===== src/rtl/prng_pkg.sv =====
// Shared types and helpers for the arbitrated 8-bit LFSR random source.
package prng_pkg;

  typedef enum logic [1:0] {
    UNSEEDED = 2'd0,
    LOAD     = 2'd1,
    RUN      = 2'd2
  } state_t;

  localparam logic [7:0] TAP           = 8'hB8;
  localparam logic [7:0] ZERO_SEED_SUB = 8'h01;
  localparam int         PERIOD        = 255;

  // Fibonacci step, taps 8,6,5,4: maximal length over the 255 non-zero states.
  function automatic logic [7:0] lfsr_next(input logic [7:0] v);
    return {v[6:0], ^(v & TAP)};
  endfunction

endpackage


===== src/rtl/rr_arbiter.sv =====
// Combinational round-robin pick: first set req at or after rr_ptr, circularly.
// Zero latency; gnt is all-zero when no request is pending.
module rr_arbiter #(
  parameter int NUM_REQ = 4,
  parameter int IDX_W   = $clog2(NUM_REQ)
) (
  input  logic [NUM_REQ-1:0] req,
  input  logic [IDX_W-1:0]   rr_ptr,
  output logic [NUM_REQ-1:0] gnt,
  output logic [IDX_W-1:0]   idx
);

  logic found;
  int   j;

  always_comb begin
    gnt   = '0;
    idx   = '0;
    found = 1'b0;
    j     = 0;
    for (int i = 0; i < NUM_REQ; i++) begin
      j = int'(rr_ptr) + i;
      if (j >= NUM_REQ) j = j - NUM_REQ;
      if (!found && req[j]) begin
        found  = 1'b1;
        gnt[j] = 1'b1;
        idx    = IDX_W'(j);
      end
    end
  end

endmodule


===== src/rtl/prng_arbiter.sv =====
// Round-robin shared LFSR source: one word per grant, response one cycle after gnt.
// Requesters hold req until granted; a pending seed blocks grants for two cycles.
module prng_arbiter
  import prng_pkg::*;
#(
  parameter int N       = 8,
  parameter int NUM_REQ = 4,
  parameter int PERIOD  = prng_pkg::PERIOD
) (
  input  logic                       clk,
  input  logic                       reset,
  input  logic                       seed_valid,
  input  logic [N-1:0]               seed_data,
  output logic                       seed_ready,
  input  logic [NUM_REQ-1:0]         req,
  output logic [NUM_REQ-1:0]         gnt,
  output logic                       rsp_valid,
  output logic [$clog2(NUM_REQ)-1:0] rsp_id,
  output logic [N-1:0]               rsp_data,
  output logic                       period_done,
  output logic                       seeded
);

  localparam int IDX_W = $clog2(NUM_REQ);
  localparam int CNT_W = $clog2(PERIOD + 1);

  if (N != 8) begin : g_bad_width
    $error("prng_arbiter: taps are fixed, only N=8 is supported");
  end
  if (NUM_REQ < 2 || NUM_REQ > 8) begin : g_bad_num_req
    $error("prng_arbiter: NUM_REQ must be 2..8");
  end
  if (PERIOD != (1 << N) - 1) begin : g_bad_period
    $error("prng_arbiter: PERIOD must be 2^N-1");
  end

  state_t             state;
  logic [N-1:0]       lfsr;
  logic [N-1:0]       seed_q;
  logic [CNT_W-1:0]   cnt;
  logic [IDX_W-1:0]   rr_ptr;
  logic [NUM_REQ-1:0] arb_gnt;
  logic [IDX_W-1:0]   arb_idx;
  logic               grant;

  rr_arbiter #(
    .NUM_REQ (NUM_REQ),
    .IDX_W   (IDX_W)
  ) u_rr_arbiter (
    .req    (req),
    .rr_ptr (rr_ptr),
    .gnt    (arb_gnt),
    .idx    (arb_idx)
  );

  // A seed request in RUN wins over any pending word request.
  assign grant      = reset && (state == RUN) && !seed_valid && (|req);
  assign gnt        = grant ? arb_gnt : '0;
  assign seed_ready = reset && (state != LOAD);
  assign seeded     = (state == RUN);

  always_ff @(posedge clk) begin
    if (!reset) begin
      state       <= UNSEEDED;
      lfsr        <= '0;
      seed_q      <= '0;
      cnt         <= '0;
      rr_ptr      <= '0;
      rsp_valid   <= 1'b0;
      rsp_id      <= '0;
      rsp_data    <= '0;
      period_done <= 1'b0;
    end else begin
      rsp_valid   <= grant;
      period_done <= grant && (cnt == CNT_W'(PERIOD - 1));
      case (state)
        UNSEEDED: begin
          if (seed_valid) begin
            seed_q <= seed_data;
            state  <= LOAD;
          end
        end
        LOAD: begin
          // The all-zero state would lock the LFSR, so substitute a non-zero seed.
          lfsr  <= (seed_q == '0) ? N'(ZERO_SEED_SUB) : seed_q;
          cnt   <= '0;
          state <= RUN;
        end
        RUN: begin
          if (seed_valid) begin
            seed_q <= seed_data;
            state  <= LOAD;
          end else if (grant) begin
            rsp_id   <= arb_idx;
            rsp_data <= lfsr;
            lfsr     <= lfsr_next(lfsr);
            rr_ptr   <= (arb_idx == IDX_W'(NUM_REQ - 1)) ? '0 : arb_idx + 1'b1;
            cnt      <= (cnt == CNT_W'(PERIOD - 1)) ? '0 : cnt + 1'b1;
          end
        end
        default: state <= UNSEEDED;
      endcase
    end
  end

endmodule


===== config.mk =====
export PLATFORM = sky130hd
export DESIGN_NAME = prng_arbiter
export DESIGN_NICKNAME = d
export VERILOG_FILES = /design/src/rtl/prng_pkg.sv /design/src/rtl/rr_arbiter.sv /design/src/rtl/prng_arbiter.sv
export SDC_FILE = /design/constraint.sdc
export NUM_CORES = 1
export LEC_CHECK = 0
export ABC_CLOCK_PERIOD_IN_PS = 3300
export CAP_MARGIN = 15
export CORE_MARGIN = 4
export CORE_UTILIZATION = 35
export DETAILED_ROUTE_END_ITERATION = 12
export SYNTH_ARGS = -nofsm -noshare
export SYNTH_HDL_FRONTEND = slang
export SYNTH_SLANG_ARGS = --single-unit
export TNS_END_PERCENT = 30

===== constraint.sdc =====
create_clock -name clk -period 3.3 [get_ports clk]
set_input_delay 0.495 -clock clk [delete_from_list [all_inputs] [get_ports clk]]
set_output_delay 0.495 -clock clk [all_outputs]
set_load 0.02 [all_outputs]

==> results.toml <==
[global_route]
grt_pass1_vias = 1606
antenna_found_initial = 0
grt_pass1_wl_mm = 7.68
grt_overflow_total = 0
grt_max_degree = 24
grt_use_total_pct = 12.9

[synthesis]
yosysTopAreaCell = "dfxtp_1"
postSynth.asyncResetShare_pct = 0
syn_area_per_cell_um2 = 8.48
ys_top_cells_by_count = "40 x dfxtp_1, 40 x nand2_1, 20 x a21oi_1"
yosys.area.top_type_share_pct = 38.9
synth_cell_type_count = 45
synth-main-ff-cell = "dfxtp_1"
yosysWarningCount = 0
synthCells = 243
synth.yosys.seq_area_share_pct = 38.9
synth.area.top_cells = "dfxtp_1 39%, nand2_1 7.3%, a21oi_1 4.9%"
synth_seq_cells = 40
syn_nets = 264
netlist_area_um2 = 2060
synth_edf_count = 0

[timing]
setup_violations = 0
slew_violations = 0
setup-tns-final_ps = 0
max_slew.worst_pin.slew_ps = 656
clock_skew_ps = 8.09
hold_viol = 0
period_share_pct = 96.3
min_period_ps = 3180
fmaxAchievable_mhz = 315
rsz0062_at_grt = "false"
worst_slack_ps = 123
maxSlewHeadroom_pct = 56.2

[floorplanning]
die_area_um2 = 7180
die_h_um = 84.7
ios = 33
initial_core_util_pct = 36.7
core_area_um2 = 5610
rows = 27
die_x_um = 84.7

[final_layout]
final_nets = 296
final_layout_size_suffix_gt1_share_pct = 10.9
insertedDiodeCount = 0
area_growth_syn_to_layout_pct = 24.5
final_cells = 348

[pwr]
vdd_drop_max_mv = 0.248
p_seq_share_pct = 52.9
power.density_nw_per_um2 = 381
power.internal_uw = 718
power_frac_comb_pct = 14.7
power_switching_uw = 260
p_leak_uw = 0.00101
power_frac_clock_pct = 32.4
switching_share_pct = 26.6

[setup_path]
cp_top_family = "buffers and inverters"
crit_type = "in2out"
cp_cell_sequence = "clkdlybuf4s50_1 > buf_4 > mux4_2 > or2_1 > a21oi_1 > clkdlybuf4s50_1"
critPathMaxStageDelay_ps = 610
cp.depth = 6
end_kind = "output port"
critPathSlowestCell = "clkdlybuf4s50_1"
cp_data_arrival_time_ps = 2680
worst-path-buf-inv = 3
crit_required_ps = 2800
critPathMostFrequentCell = "clkdlybuf4s50_1"
reg2regPathDepth = 7
startpoint_type = "primary input"
cp_max_fo = 9

[hold_path]
hold_path.class = "reg2reg"
whs_path_depth = 2

[routing]
ant_nets = 0
num_vias = 1727
wl_mm = 4.38
firstDrtPassIters = 4
drt_iter0_drc = 130
drt-wirelength-per-cell_um = 12.6
drc = 0
routed_via_density = 4.96

[cts]
root_buffer = "clkbuf_8"
cts_tree = "yes"
clk_pin_slew_ps = 80
cts-htree-levels = 2
clock_sinks = 40
max-clock-path-buffers = 2
ctsHoldBuffers = 0
clk_latency_ps = 290
cts_made_buffers = 5

[run]
max-cap-violations = 0

[placement]
gp_congestion = 0.844
dpl_worst_slack_ps = 84.7
place_hpwl_mm = 3.22
portBuffers = 32
dpl.cell_count = 340

[status]
status = "finished clean"
-- worst paths after layout --
| path | startpoint | endpoint | slack (ps) |
|---|---|---|---|
| worst min register to register | rsp_data[2]$_SDFFE_PN0P_ | rsp_data[2]$_SDFFE_PN0P_ | 460 |
| worst max register to register | rr_ptr[1]$_SDFFE_PN0P_ | rr_ptr[1]$_SDFFE_PN0P_ | 1210 |
| worst max-delay path | req[0] | gnt[3] | 120 |
| worst min-delay path | rsp_data[2]$_SDFFE_PN0P_ | rsp_data[2]$_SDFFE_PN0P_ | 460 |
-- routing by layer --
metal | wire (um) | vias to the layer above | GRT usage, %
li1 | - | 917 | -
met1 | 2440 | 764 | 19.2
met2 | 1630 | 39 | 17.7
met3 | 247 | 7 | 3.24
met4 | 68 | 0 | 4.75
met5 | 0 | - | 0
-- power groups by stage --
stage                     clock network (uW)  registers [uW]  logic [uW]
after CTS                                327             517         143
after global placement                     0             528         141
after global routing                     352             520         159
final                                    317             517         144
after floorplan                            0             526        94.9
after detailed placement                   0             529         142
-- cells in the final DEF (no fill, tap or decap), types with 8 or more instances in the layout --
master / instances
nand3_1: 12
a22oi_1: 8
dfxtp_1: 40
a21oi_1: 20
mux2i_1: 8
nor2_1: 16
a211oi_1: 8
nand2_1: 39
clkdlybuf4s50_1: 29
buf_4: 11
-- sequential cells by signal (all words and copies together) (netlist names), named ones only --
signal and cells:
cnt 8, lfsr 8, rsp_data 8, seed_q 8, rsp_id 2, state 2, period_done 1, rr_ptr 1
rsp_valid 1
-- what timing repair did --
item / CTS / global route
gates resized for setup: 1 / 5
setup buffers: 0 / 0
setup endpoints to repair: 2 / 4
-- stage by stage --
step                      cell area [um2]  utilization, %  hold slack [ps]  total power, uW
after floorplan                      2060               -              431              620
after CTS                            2550            45.5              460              988
final                                2570            45.8              455              978
after global placement               2460            43.9              444              669
after detailed placement             2460            43.9              447              671
after global routing                 2570            45.8              481             1030
-- worst reg2reg max path, delay by kind of cell (launching register included) --
kind / cells / cell delay [ps]
AOI/OAI and AO/OA: 2 / 540
muxes: 2 / 460
adders and majority gates: 1 / 420
DFF: 1 / 330
buffers and inverters: 2 / 270
-- kinds of logic (layout without fill, tap and decap cells) --
logic type | Yosys count | count (layout) | synth area share, %
AND/OR/NAND/NOR | 103 | 103 | 24.9
AO/OA/AOI/OAI | 49 | 49 | 15.6
flip-flops | 40 | 40 | 38.9
buffers and inverters | 24 | 57 | 5.46
multiplexers | 12 | 12 | 7.71
XOR/XNOR | 9 | 9 | 3.82
adder cells (fa/ha/maj) | 6 | 6 | 3.64
-- final cells by class --
type                       instances  area [um2]
multi-input combinational        179        1150
timing repair buffer              43         410
inverter                           6        22.5
fill                             592        3040
sequential                        40         801
clock inverter                     3        18.8
clock buffer                       5        68.8
tap                               72        90.1
(Power assumes the default switching activity.)
